==> config.mk <==
export PLATFORM = sky130hd
export DESIGN_NAME = gameover_arbiter
export DESIGN_NICKNAME = d
export VERILOG_FILES = /design/src/rtl/gameover_arbiter_pkg.sv /design/src/rtl/gameover_arbiter_player_life.sv /design/src/rtl/gameover_arbiter.sv
export SDC_FILE = /design/constraint.sdc
export NUM_CORES = 1
export LEC_CHECK = 0
export ABC_AREA = 1
export BUFFER_PORTS_ARGS = -buffer_cell sky130_fd_sc_hd__buf_4
export CAP_MARGIN = 20
export CORE_UTILIZATION = 50
export CTS_BUF_LIST = sky130_fd_sc_hd__clkbuf_8 sky130_fd_sc_hd__clkbuf_16
export DETAILED_ROUTE_END_ITERATION = 7
export GPL_TIMING_DRIVEN = 1
export MAX_ROUTING_LAYER = met4
export PLACE_DENSITY = 0.86
export SETUP_SLACK_MARGIN = 0.15
export SLEW_MARGIN = 10
export SYNTH_ARGS = -nofsm -noshare
export SYNTH_HDL_FRONTEND = slang
export SYNTH_HIERARCHICAL = 1
export SYNTH_SLANG_ARGS = --single-unit
==> constraint.sdc <==
create_clock -name clk -period 3 [get_ports clk]
set_clock_uncertainty 0.15 [all_clocks]
set_input_delay 0 -clock clk [delete_from_list [all_inputs] [get_ports clk]]
set_output_delay 0 -clock clk [all_outputs]
set_load 0.01 [all_outputs]
==> src/rtl/gameover_arbiter_pkg.sv <==
// -----------------------------------------------------------------------------
// gameover_pkg
// Shared definitions for the game-over arbiter:
//   - state_t       : 3-bit round-state encoding, also driven on gameover_state
//   - DEF_*         : default parameter values for the arbiter and its players
//   - max_int()     : helper used to size the shared dwell counter
// -----------------------------------------------------------------------------
package gameover_pkg;

    typedef enum logic [2:0] {
        ST_NONE     = 3'd0,  // round in progress, hits are evaluated
        ST_GAMEOVER = 3'd1,  // round decided, result latched
        ST_WIN      = 3'd2,  // winner banner
        ST_DRAW     = 3'd3,  // draw banner
        ST_FINISH   = 3'd4   // waiting for a restart request
    } state_t;

    localparam int DEF_NUM_PLAYERS = 2;
    localparam int DEF_COR_BITS    = 8;
    localparam int DEF_LIVES       = 1;
    localparam int DEF_INVULN_CYC  = 30;
    localparam int DEF_HOLD_CYC    = 60;
    localparam int DEF_BANNER_CYC  = 90;

    function automatic int max_int(input int a, input int b);
        return (a > b) ? a : b;
    endfunction

endpackage

==> src/rtl/gameover_arbiter_player_life.sv <==
// -----------------------------------------------------------------------------
// player_life
// Lives counter, invulnerability timer and hit detection for one player.
// Ports:
//   clk, reset      : clock and synchronous active-high reset
//   i_reload        : new round, reload lives and clear timers (like reset)
//   i_eval          : 1 while the round is in progress (hits allowed)
//   i_explode       : per-cell explosion flags
//   i_cor           : this player's cell coordinate
//   o_lives         : registered remaining lives
//   o_lives_next    : lives after this cycle's hit, used for the alive count
//   o_hit           : one-cycle pulse the cycle after a life is lost
// -----------------------------------------------------------------------------
module player_life #(
    parameter int COR_BITS   = 8,
    parameter int LIVES      = 1,
    parameter int INVULN_CYC = 30
) (
    input  logic                   clk,
    input  logic                   reset,
    input  logic                   i_reload,
    input  logic                   i_eval,
    input  logic [2**COR_BITS-1:0] i_explode,
    input  logic [COR_BITS-1:0]    i_cor,
    output logic [2:0]             o_lives,
    output logic [2:0]             o_lives_next,
    output logic                   o_hit
);
    localparam int IW = (INVULN_CYC > 0) ? $clog2(INVULN_CYC + 1) : 1;

    logic [2:0]    lives_q, lives_d;
    logic [IW-1:0] invuln_q, invuln_d;
    logic          hit_q, hit_d;

    always_comb begin
        hit_d   = i_eval && (lives_q != 3'd0) && (invuln_q == '0) && i_explode[i_cor];
        lives_d = hit_d ? (lives_q - 3'd1) : lives_q;
        // A fatal hit leaves the timer idle; a surviving hit restarts it.
        if (hit_d && (lives_d != 3'd0)) begin
            invuln_d = IW'(INVULN_CYC);
        end else if (invuln_q != '0) begin
            invuln_d = invuln_q - IW'(1);
        end else begin
            invuln_d = '0;
        end
    end

    always_ff @(posedge clk) begin
        if (reset || i_reload) begin
            lives_q  <= 3'(LIVES);
            invuln_q <= '0;
            hit_q    <= 1'b0;
        end else begin
            lives_q  <= lives_d;
            invuln_q <= invuln_d;
            hit_q    <= hit_d;
        end
    end

    assign o_lives      = lives_q;
    assign o_lives_next = lives_d;
    assign o_hit        = hit_q;
endmodule

==> src/rtl/gameover_arbiter.sv <==
// -----------------------------------------------------------------------------
// gameover_arbiter
// Tracks player lives during a round, decides win/draw when at most one
// player survives, and sequences GAMEOVER -> WIN/DRAW -> FINISH banners.
// Ports:
//   clk, reset       : clock and synchronous active-high reset
//   i_explode        : per-cell explosion flags
//   i_player_cor     : player k coordinate at [k*COR_BITS +: COR_BITS]
//   i_restart        : new-round request, honoured only in FINISH
//   gameover_state   : current state_t encoding
//   o_winner         : lowest-index survivor, latched on entry to GAMEOVER
//   o_draw           : 1 when nobody survived the round
//   o_lives          : player k lives at [k*3 +: 3]
//   o_hit            : per-player life-lost pulse
//   o_count          : dwell counter, exposed for observation
// -----------------------------------------------------------------------------
module gameover_arbiter
    import gameover_pkg::*;
#(
    parameter int NUM_PLAYERS = DEF_NUM_PLAYERS,
    parameter int COR_BITS    = DEF_COR_BITS,
    parameter int LIVES       = DEF_LIVES,
    parameter int INVULN_CYC  = DEF_INVULN_CYC,
    parameter int HOLD_CYC    = DEF_HOLD_CYC,
    parameter int BANNER_CYC  = DEF_BANNER_CYC,
    parameter int CNT_W       = (max_int(HOLD_CYC, BANNER_CYC) > 0) ?
                                $clog2(max_int(HOLD_CYC, BANNER_CYC) + 1) : 1
) (
    input  logic                            clk,
    input  logic                            reset,
    input  logic [2**COR_BITS-1:0]          i_explode,
    input  logic [NUM_PLAYERS*COR_BITS-1:0] i_player_cor,
    input  logic                            i_restart,
    output logic [2:0]                      gameover_state,
    output logic [1:0]                      o_winner,
    output logic                            o_draw,
    output logic [NUM_PLAYERS*3-1:0]        o_lives,
    output logic [NUM_PLAYERS-1:0]          o_hit,
    output logic [CNT_W-1:0]                o_count
);
    state_t           state_q;
    logic [CNT_W-1:0] cnt_q;
    logic [1:0]       winner_q;
    logic             draw_q;

    logic [2:0] lives_next [NUM_PLAYERS];
    logic [2:0] alive_cnt;
    logic [1:0] win_idx;
    logic       eval;
    logic       reload;

    assign eval   = (state_q == ST_NONE);
    assign reload = (state_q == ST_FINISH) && i_restart;

    for (genvar k = 0; k < NUM_PLAYERS; k++) begin : g_player
        player_life #(
            .COR_BITS  (COR_BITS),
            .LIVES     (LIVES),
            .INVULN_CYC(INVULN_CYC)
        ) u_player (
            .clk         (clk),
            .reset       (reset),
            .i_reload    (reload),
            .i_eval      (eval),
            .i_explode   (i_explode),
            .i_cor       (i_player_cor[k*COR_BITS +: COR_BITS]),
            .o_lives     (o_lives[k*3 +: 3]),
            .o_lives_next(lives_next[k]),
            .o_hit       (o_hit[k])
        );
    end

    // Alive count and winner use post-hit lives so a killing blow in this
    // cycle ends the round at the same edge. Scanning downward leaves the
    // lowest-index survivor in win_idx.
    always_comb begin
        alive_cnt = 3'd0;
        win_idx   = 2'd0;
        for (int k = NUM_PLAYERS - 1; k >= 0; k--) begin
            if (lives_next[k] != 3'd0) begin
                alive_cnt = alive_cnt + 3'd1;
                win_idx   = 2'(k);
            end
        end
    end

    always_ff @(posedge clk) begin
        if (reset) begin
            state_q  <= ST_NONE;
            cnt_q    <= '0;
            winner_q <= 2'd0;
            draw_q   <= 1'b0;
        end else begin
            case (state_q)
                ST_NONE: begin
                    cnt_q <= '0;
                    if (alive_cnt <= 3'd1) begin
                        state_q  <= ST_GAMEOVER;
                        winner_q <= win_idx;
                        draw_q   <= (alive_cnt == 3'd0);
                    end
                end
                ST_GAMEOVER: begin
                    if (cnt_q == CNT_W'(HOLD_CYC)) begin
                        state_q <= draw_q ? ST_DRAW : ST_WIN;
                        cnt_q   <= '0;
                    end else begin
                        cnt_q <= cnt_q + CNT_W'(1);
                    end
                end
                ST_WIN, ST_DRAW: begin
                    if (cnt_q == CNT_W'(BANNER_CYC)) begin
                        state_q <= ST_FINISH;
                        cnt_q   <= '0;
                    end else begin
                        cnt_q <= cnt_q + CNT_W'(1);
                    end
                end
                ST_FINISH: begin
                    cnt_q <= '0;
                    if (i_restart) begin
                        state_q  <= ST_NONE;
                        winner_q <= 2'd0;
                        draw_q   <= 1'b0;
                    end
                end
                default: begin
                    state_q <= ST_NONE;
                    cnt_q   <= '0;
                end
            endcase
        end
    end

    assign gameover_state = state_q;
    assign o_winner       = winner_q;
    assign o_draw         = draw_q;
    assign o_count        = cnt_q;
endmodule
Yosys cells after proc, flatten, opt, wreduce, memory -nomap -nowiden:

Cells that the tools add are included.

* add/sub/neg operators: 6
* $mul: 0
* divide/modulo/power cells: 0
* order comparisons: 3
* equal/unequal tests: 10
* shifts and indexed selects: 0
* muxes and demuxes: 29
* bitwise gates (word level): 2
* reduce and logical (&&, ||, !) cells: 26

Operators by type and width (number)
* $mux 3: 7
* $mux 5: 4
* $lt 8x9->1 const B: 2
* $bmux 1 s8: 2
* $mux 7: 2
* $pmux 7 s2: 1
* $pmux 3 s4: 1
* $reduce_bool 3->1: 4
* $logic_not 5->1: 2
* $reduce_bool 5->1: 2
* $sub 5x1->5 const B: 2
* $logic_and 1x1->1: 9
* $ne 2x2->1 const B: 4
* $add 7x1->7 const B: 1
* $eq 7x6->1 const B: 1
* $eq 7x7->1 const B: 1
* $mux 1: 7
* $eq 3x2->1 const B: 2
* $logic_not 3->1: 2
* $mux 2: 3
* $reduce_or 3->1: 2
* $sub 3x1->3 const B: 2
* $pmux 2 s2: 1
* $reduce_and 4->1: 1
* other kinds (10): 11

* register bits after elaboration: 31
* bits in latches: 0
* memory bits (writable): 0
* bits in read-only memories: 0
* output and inout port bits: 21
* memories: 0

Logic depth before layout (Yosys ltp):

* depth in word-level cells: 12
* depth in mapped cells: 25

Modules after synthesis:

Netlist, hierarchy kept.

Modules (own cells, without submodules)
* player_life: instances 2, cells an instance 648, area each 3128.0 um2, seq. area each 180.2 um2
* gameover_arbiter: instances 1, cells an instance 98, area each 674.4 um2, seq. area each 240.2 um2

Worst setup path before layout:

OpenSTA, ideal clock, no wires.

* path type: reg2reg
* start point: reg g_player[1].u_player.invuln_q[0]
* end point: reg state_q[0] (netlist: gameover_state[0])
* setup time: 0.115 ns
* arrival: 2.131 ns
* data required time: 2.735 ns
* slack: 0.604 ns
* stages on the path, launching flop included: 18
* path buffers: 0
* clock period less this slack: 2.396 ns
* path through: dfxtp_1 > inv_1 > ha_1 > inv_1 > nor3_1 > inv_1 > nor3b_1 > nand2_2 > nand2_1 > nand2_1 > inv_1 > inv_2 > nand2_1 > nand2_1 > nor2_1 > nor2_2 > a21oi_1 > nor2_1

RTL lines
* from (decl): line gameover_arbiter_player_life.sv:32 `logic [IW-1:0] invuln_q, invuln_d;`
* from (signal assigned): line gameover_arbiter_player_life.sv:55 `invuln_q <= invuln_d;`
* to (signal assigned): line gameover_arbiter.sv:105 `state_q <= draw_q ? ST_DRAW : ST_WIN;`
* to (decl): line gameover_arbiter.sv:41 `state_t state_q;`

==> insert_results.sql <==
INSERT INTO impl_metrics (metric_group, metric, value, unit) VALUES
('synth', 'yosysTopAreaCellShare', '0.3625', ''),
('clock_network', 'tritoncts', 'built', ''),
('synth', 'synth-edff-count', '0', ''),
('worst_setup_path', 'critPathMaxFanout', '32', ''),
('final_layout', 'fin_cells', '1798', ''),
('route', 'drtIter0Drc', '1928', ''),
('synth', 'syn_avg_cell_area', '4.972', 'µm²'),
('route', 'drc_errors', '0', ''),
('floorplan', 'number_of_top_level_design_ports', '296', ''),
('timing', 'achievable-frequency', '0.3854', 'GHz'),
('worst_setup_path', 'setup.worst_path.end', 'gameover_state[0]', ''),
('pwr', 'power_density', '367.6', 'mW/mm²'),
('synth', 'ys_ff_latch', '30', ''),
('clock_network', 'numCtsBuffers', '5', ''),
('worst_setup_path', 'critical_path.reg2reg.endpoint', 'gameover_state[0]', ''),
('timing', 'maxSlewViolCount', '0', ''),
('flow_run', 'max_cap_violations', '0', ''),
('placement', 'port_buffers', '294', ''),
('final_layout', 'ff_latch_area', '600.6', 'µm²'),
('route', 'antenna_violating_nets_post_route', '0', ''),
('synth', 'synthesis.nets', '1680', ''),
('worst_setup_path', 'cp.arrival', '2.61', 'ns'),
('final_layout', 'area_delta_synth_final', '32.37', '%'),
('route', 'route.detailed.wl_per_inst', '17.13', 'µm'),
('outcome', 'status', 'completed', ''),
('worst_setup_path', 'startpoint', 'i_player_cor[0]', ''),
('pwr', 'share_of_total_power_consumed_by_net_switching', '0.4668', ''),
('pwr', 'power.share.sequential', '0.181', ''),
('floorplan', 'num_rows', '42', ''),
('synth', 'async_flop_share', '0', ''),
('synth', 'post_synth_instance_area', '0.006930', 'mm²'),
('synth', 'synthesis.instances', '1394', ''),
('hold_path', 'worstHoldPathCells', '6', ''),
('route', 'route.vias.total', '10781', ''),
('worst_setup_path', 'worstSetupEndpointType', 'flop', ''),
('worst_setup_path', 'worst_r2r_path_depth', '17', ''),
('synth', 'synthTopCellsByCount', 'sky130_fd_sc_hd__nand2_1, sky130_fd_sc_hd__nand3_1, sky130_fd_sc_hd__inv_1', ''),
('floorplan', 'floorplan.core_area', '0.01340', 'mm²'),
('placement', 'hpwlAfterDp', '22.60', 'mm'),
('floorplan', 'initial_core_utilization', '0.5172', ''),
('hold_path', 'hold_removal_path_class', 'primary input to flop', ''),
('final_layout', 'layout-drive-gt1-share', '0.2191', ''),
('worst_setup_path', 'worstSetupPathType', 'primary input to flop', ''),
('synth', 'synth_seq_area_share', '0.08666', ''),
('floorplan', 'fp.dieArea', '0.01434', 'mm²'),
('route', 'firstDrtPassIters', '6', ''),
('pwr', 'p_leak', '0.004850', 'µW'),
('clock_network', 'insertion_delay', '0.28', 'ns'),
('pwr', 'pwr-share-comb', '0.671', ''),
('synth', 'synthDistinctLibCells', '25', ''),
('floorplan', 'dieWidth', '119.7', 'µm'),
('pwr', 'power_switching', '1574', 'µW'),
('timing', 'fin_tns_setup', '0', 'ns'),
('final_layout', 'post-route-util', '0.6846', ''),
('synth', 'yosys_warnings', '6', ''),
('worst_setup_path', 'worst-r2r-setup-slack', '0.44', 'ns'),
('grt', 'grt.overflow.total', '0', ''),
('grt', 'grt_first_pass_wirelength', '47.55', 'mm'),
('grt', 'grtUsageTotal', '0.4225', ''),
('clock_network', 'cts-htree-levels', '2', ''),
('clock_network', 'clk_pin_slew', '0.05', 'ns'),
('placement', 'place.detailed.instances', '1786', ''),
('clock_network', 'cts-root-buf', 'sky130_fd_sc_hd__clkbuf_16', ''),
('timing', 'timing.final.setup_violations', '0', ''),
('placement', 'finalWeightedCongestion', '1.030', ''),
('worst_setup_path', 'start_kind', 'primary input', ''),
('final_layout', 'multiInputGateArea', '0.005391', 'mm²'),
('clock_network', 'clock_sink_count', '30', ''),
('pwr', 'internal_power', '1798', 'µW'),
('clock_network', 'ctsLongestPathBuffers', '2', ''),
('timing', 'post-route-period-util', '0.8650', '');
[worst max-delay path, stage by stage]
cell and delay, ns:
sky130_fd_sc_hd__buf_4 0.14, sky130_fd_sc_hd__inv_4 0.22, sky130_fd_sc_hd__buf_4 0.38, sky130_fd_sc_hd__nand2_1 0.09
sky130_fd_sc_hd__nand3_1 0.09, sky130_fd_sc_hd__nand3_1 0.11, sky130_fd_sc_hd__nand3_1 0.10, sky130_fd_sc_hd__nand2_1 0.05
sky130_fd_sc_hd__nand2_1 0.05, sky130_fd_sc_hd__nand3_1 0.06, sky130_fd_sc_hd__nand3_1 0.08, sky130_fd_sc_hd__nand3_1 0.10
sky130_fd_sc_hd__nand2_2 0.14, sky130_fd_sc_hd__nand2_2 0.10, sky130_fd_sc_hd__nand2_1 0.09, sky130_fd_sc_hd__nand2_1 0.10
sky130_fd_sc_hd__inv_1 0.08, sky130_fd_sc_hd__inv_1 0.05, sky130_fd_sc_hd__nand2_1 0.08, sky130_fd_sc_hd__nand2_1 0.05
sky130_fd_sc_hd__nor2_1 0.11, sky130_fd_sc_hd__nor2_2 0.07, sky130_fd_sc_hd__a21oi_1 0.16, sky130_fd_sc_hd__nor2_1 0.06
[through the flow]
step                total power, µW  hold WS [ns]  worst slack (ns)  area, µm²
finish                         3372       0.08789            0.4051       9174
global route                   3653        0.1048            0.1245       9174
CTS                            3279       0.07646            0.2094       9141
detailed placement             2751       0.08772            0.2061       8965
global placement               2690       0.08126            0.3393       8965
floorplan                      2005      -0.08093            0.6036       6930
[logic make-up (layout without fill, tap and decap cells)]
logic type | Yosys count | in the layout | synth area share
buffers and inverters | 167 | 393 | 0.1401
XOR/XNOR | 7 | 7 | 0.008847
flip-flops | 30 | 30 | 0.08666
other | 1 | 3 | 0.0005411
AND/OR/NAND/NOR | 1159 | 1159 | 0.7279
adder cells (fa/ha/maj) | 11 | 11 | 0.01986
multiplexers | 2 | 2 | 0.003249
AO/OA/AOI/OAI | 17 | 17 | 0.01282
[cell usage in the layout (no fill, tap or decap), types with 4 or more instances in the layout]
| cell | n |
|---|---|
| sky130_fd_sc_hd__a21oi_1 | 16 |
| sky130_fd_sc_hd__nand2_2 | 6 |
| sky130_fd_sc_hd__nor2_1 | 31 |
| sky130_fd_sc_hd__inv_2 | 5 |
| sky130_fd_sc_hd__buf_12 | 11 |
| sky130_fd_sc_hd__clkbuf_16 | 5 |
| sky130_fd_sc_hd__nor3_1 | 4 |
| sky130_fd_sc_hd__xor2_1 | 6 |
| sky130_fd_sc_hd__ha_1 | 11 |
| sky130_fd_sc_hd__nand3_1 | 502 |
| sky130_fd_sc_hd__dfxtp_1 | 30 |
| sky130_fd_sc_hd__inv_1 | 55 |
| sky130_fd_sc_hd__buf_4 | 310 |
| sky130_fd_sc_hd__nand2_1 | 603 |
[state kept, by name (all words and copies together) (netlist names)]
signal                      count
o_draw                          1
g_player.u_player/o_lives       6
o_count                         7
g_player.u_player/o_hit         2
o_winner                        1
g_player.u_player/invuln_q     10
gameover_state                  3
[repair_timing]
item | 4_1_cts | 5_1_grt
hold buffers | 2 | 0
cloned | 0 | 0
setup endpoints to repair | 1 | 5
resized for setup | 1 | 5
endpoints found under the hold margin | 7 | 0
pin swaps | 0 | 1
[final cells by class]
cell class / instances / share of cell area
Timing Repair Buffer: 323 / 0.2799
Sequential cell: 30 / 0.06547
Tap cell: 176 / 0.02400
Multi-Input combinational cell: 1197 / 0.5877
Clock inverter: 2 / 0.001364
Inverter: 62 / 0.02591
Clock buffer: 6 / 0.01514
Antenna cell: 2 / 0.0005456
[power by group through the flow]
stage / sequential, µW / clock (µW) / combinational, µW
after CTS: 601 / 508 / 2170
after detailed placement: 609 / 0 / 2140
final: 609 / 500 / 2260
after global routing: 620 / 533 / 2500
after global placement: 607 / 0 / 2080
after floorplan: 620 / 0 / 1380
[worst min path at each step]
| stage | start | end | slack (ns) |
|---|---|---|---|
| floorplan | reset | gameover_state[1] | -0.08 |
| global placement | reset | gameover_state[1] | 0.08 |
| detailed placement | reset | gameover_state[1] | 0.09 |
| CTS | i_player_cor[15] | g_player[1].u_player/o_hit | 0.08 |
| global route | i_player_cor[15] | g_player[1].u_player/o_hit | 0.10 |
| finish | i_player_cor[15] | g_player[1].u_player/o_hit | 0.09 |
[per-layer routing]
metal / share of wire / global-route usage / up-vias / wire length, µm
li1: - / - / 5022 / -
met1: 0.36 / 0.5226 / 4675 / 11100
met2: 0.44 / 0.6460 / 903 / 13600
met3: 0.13 / 0.06844 / 181 / 4107
met4: 0.064 / 0.2516 / 0 / 1984
met5: 0 / - / - / 0
No activity file was read; power rests on OpenSTA's default activity.
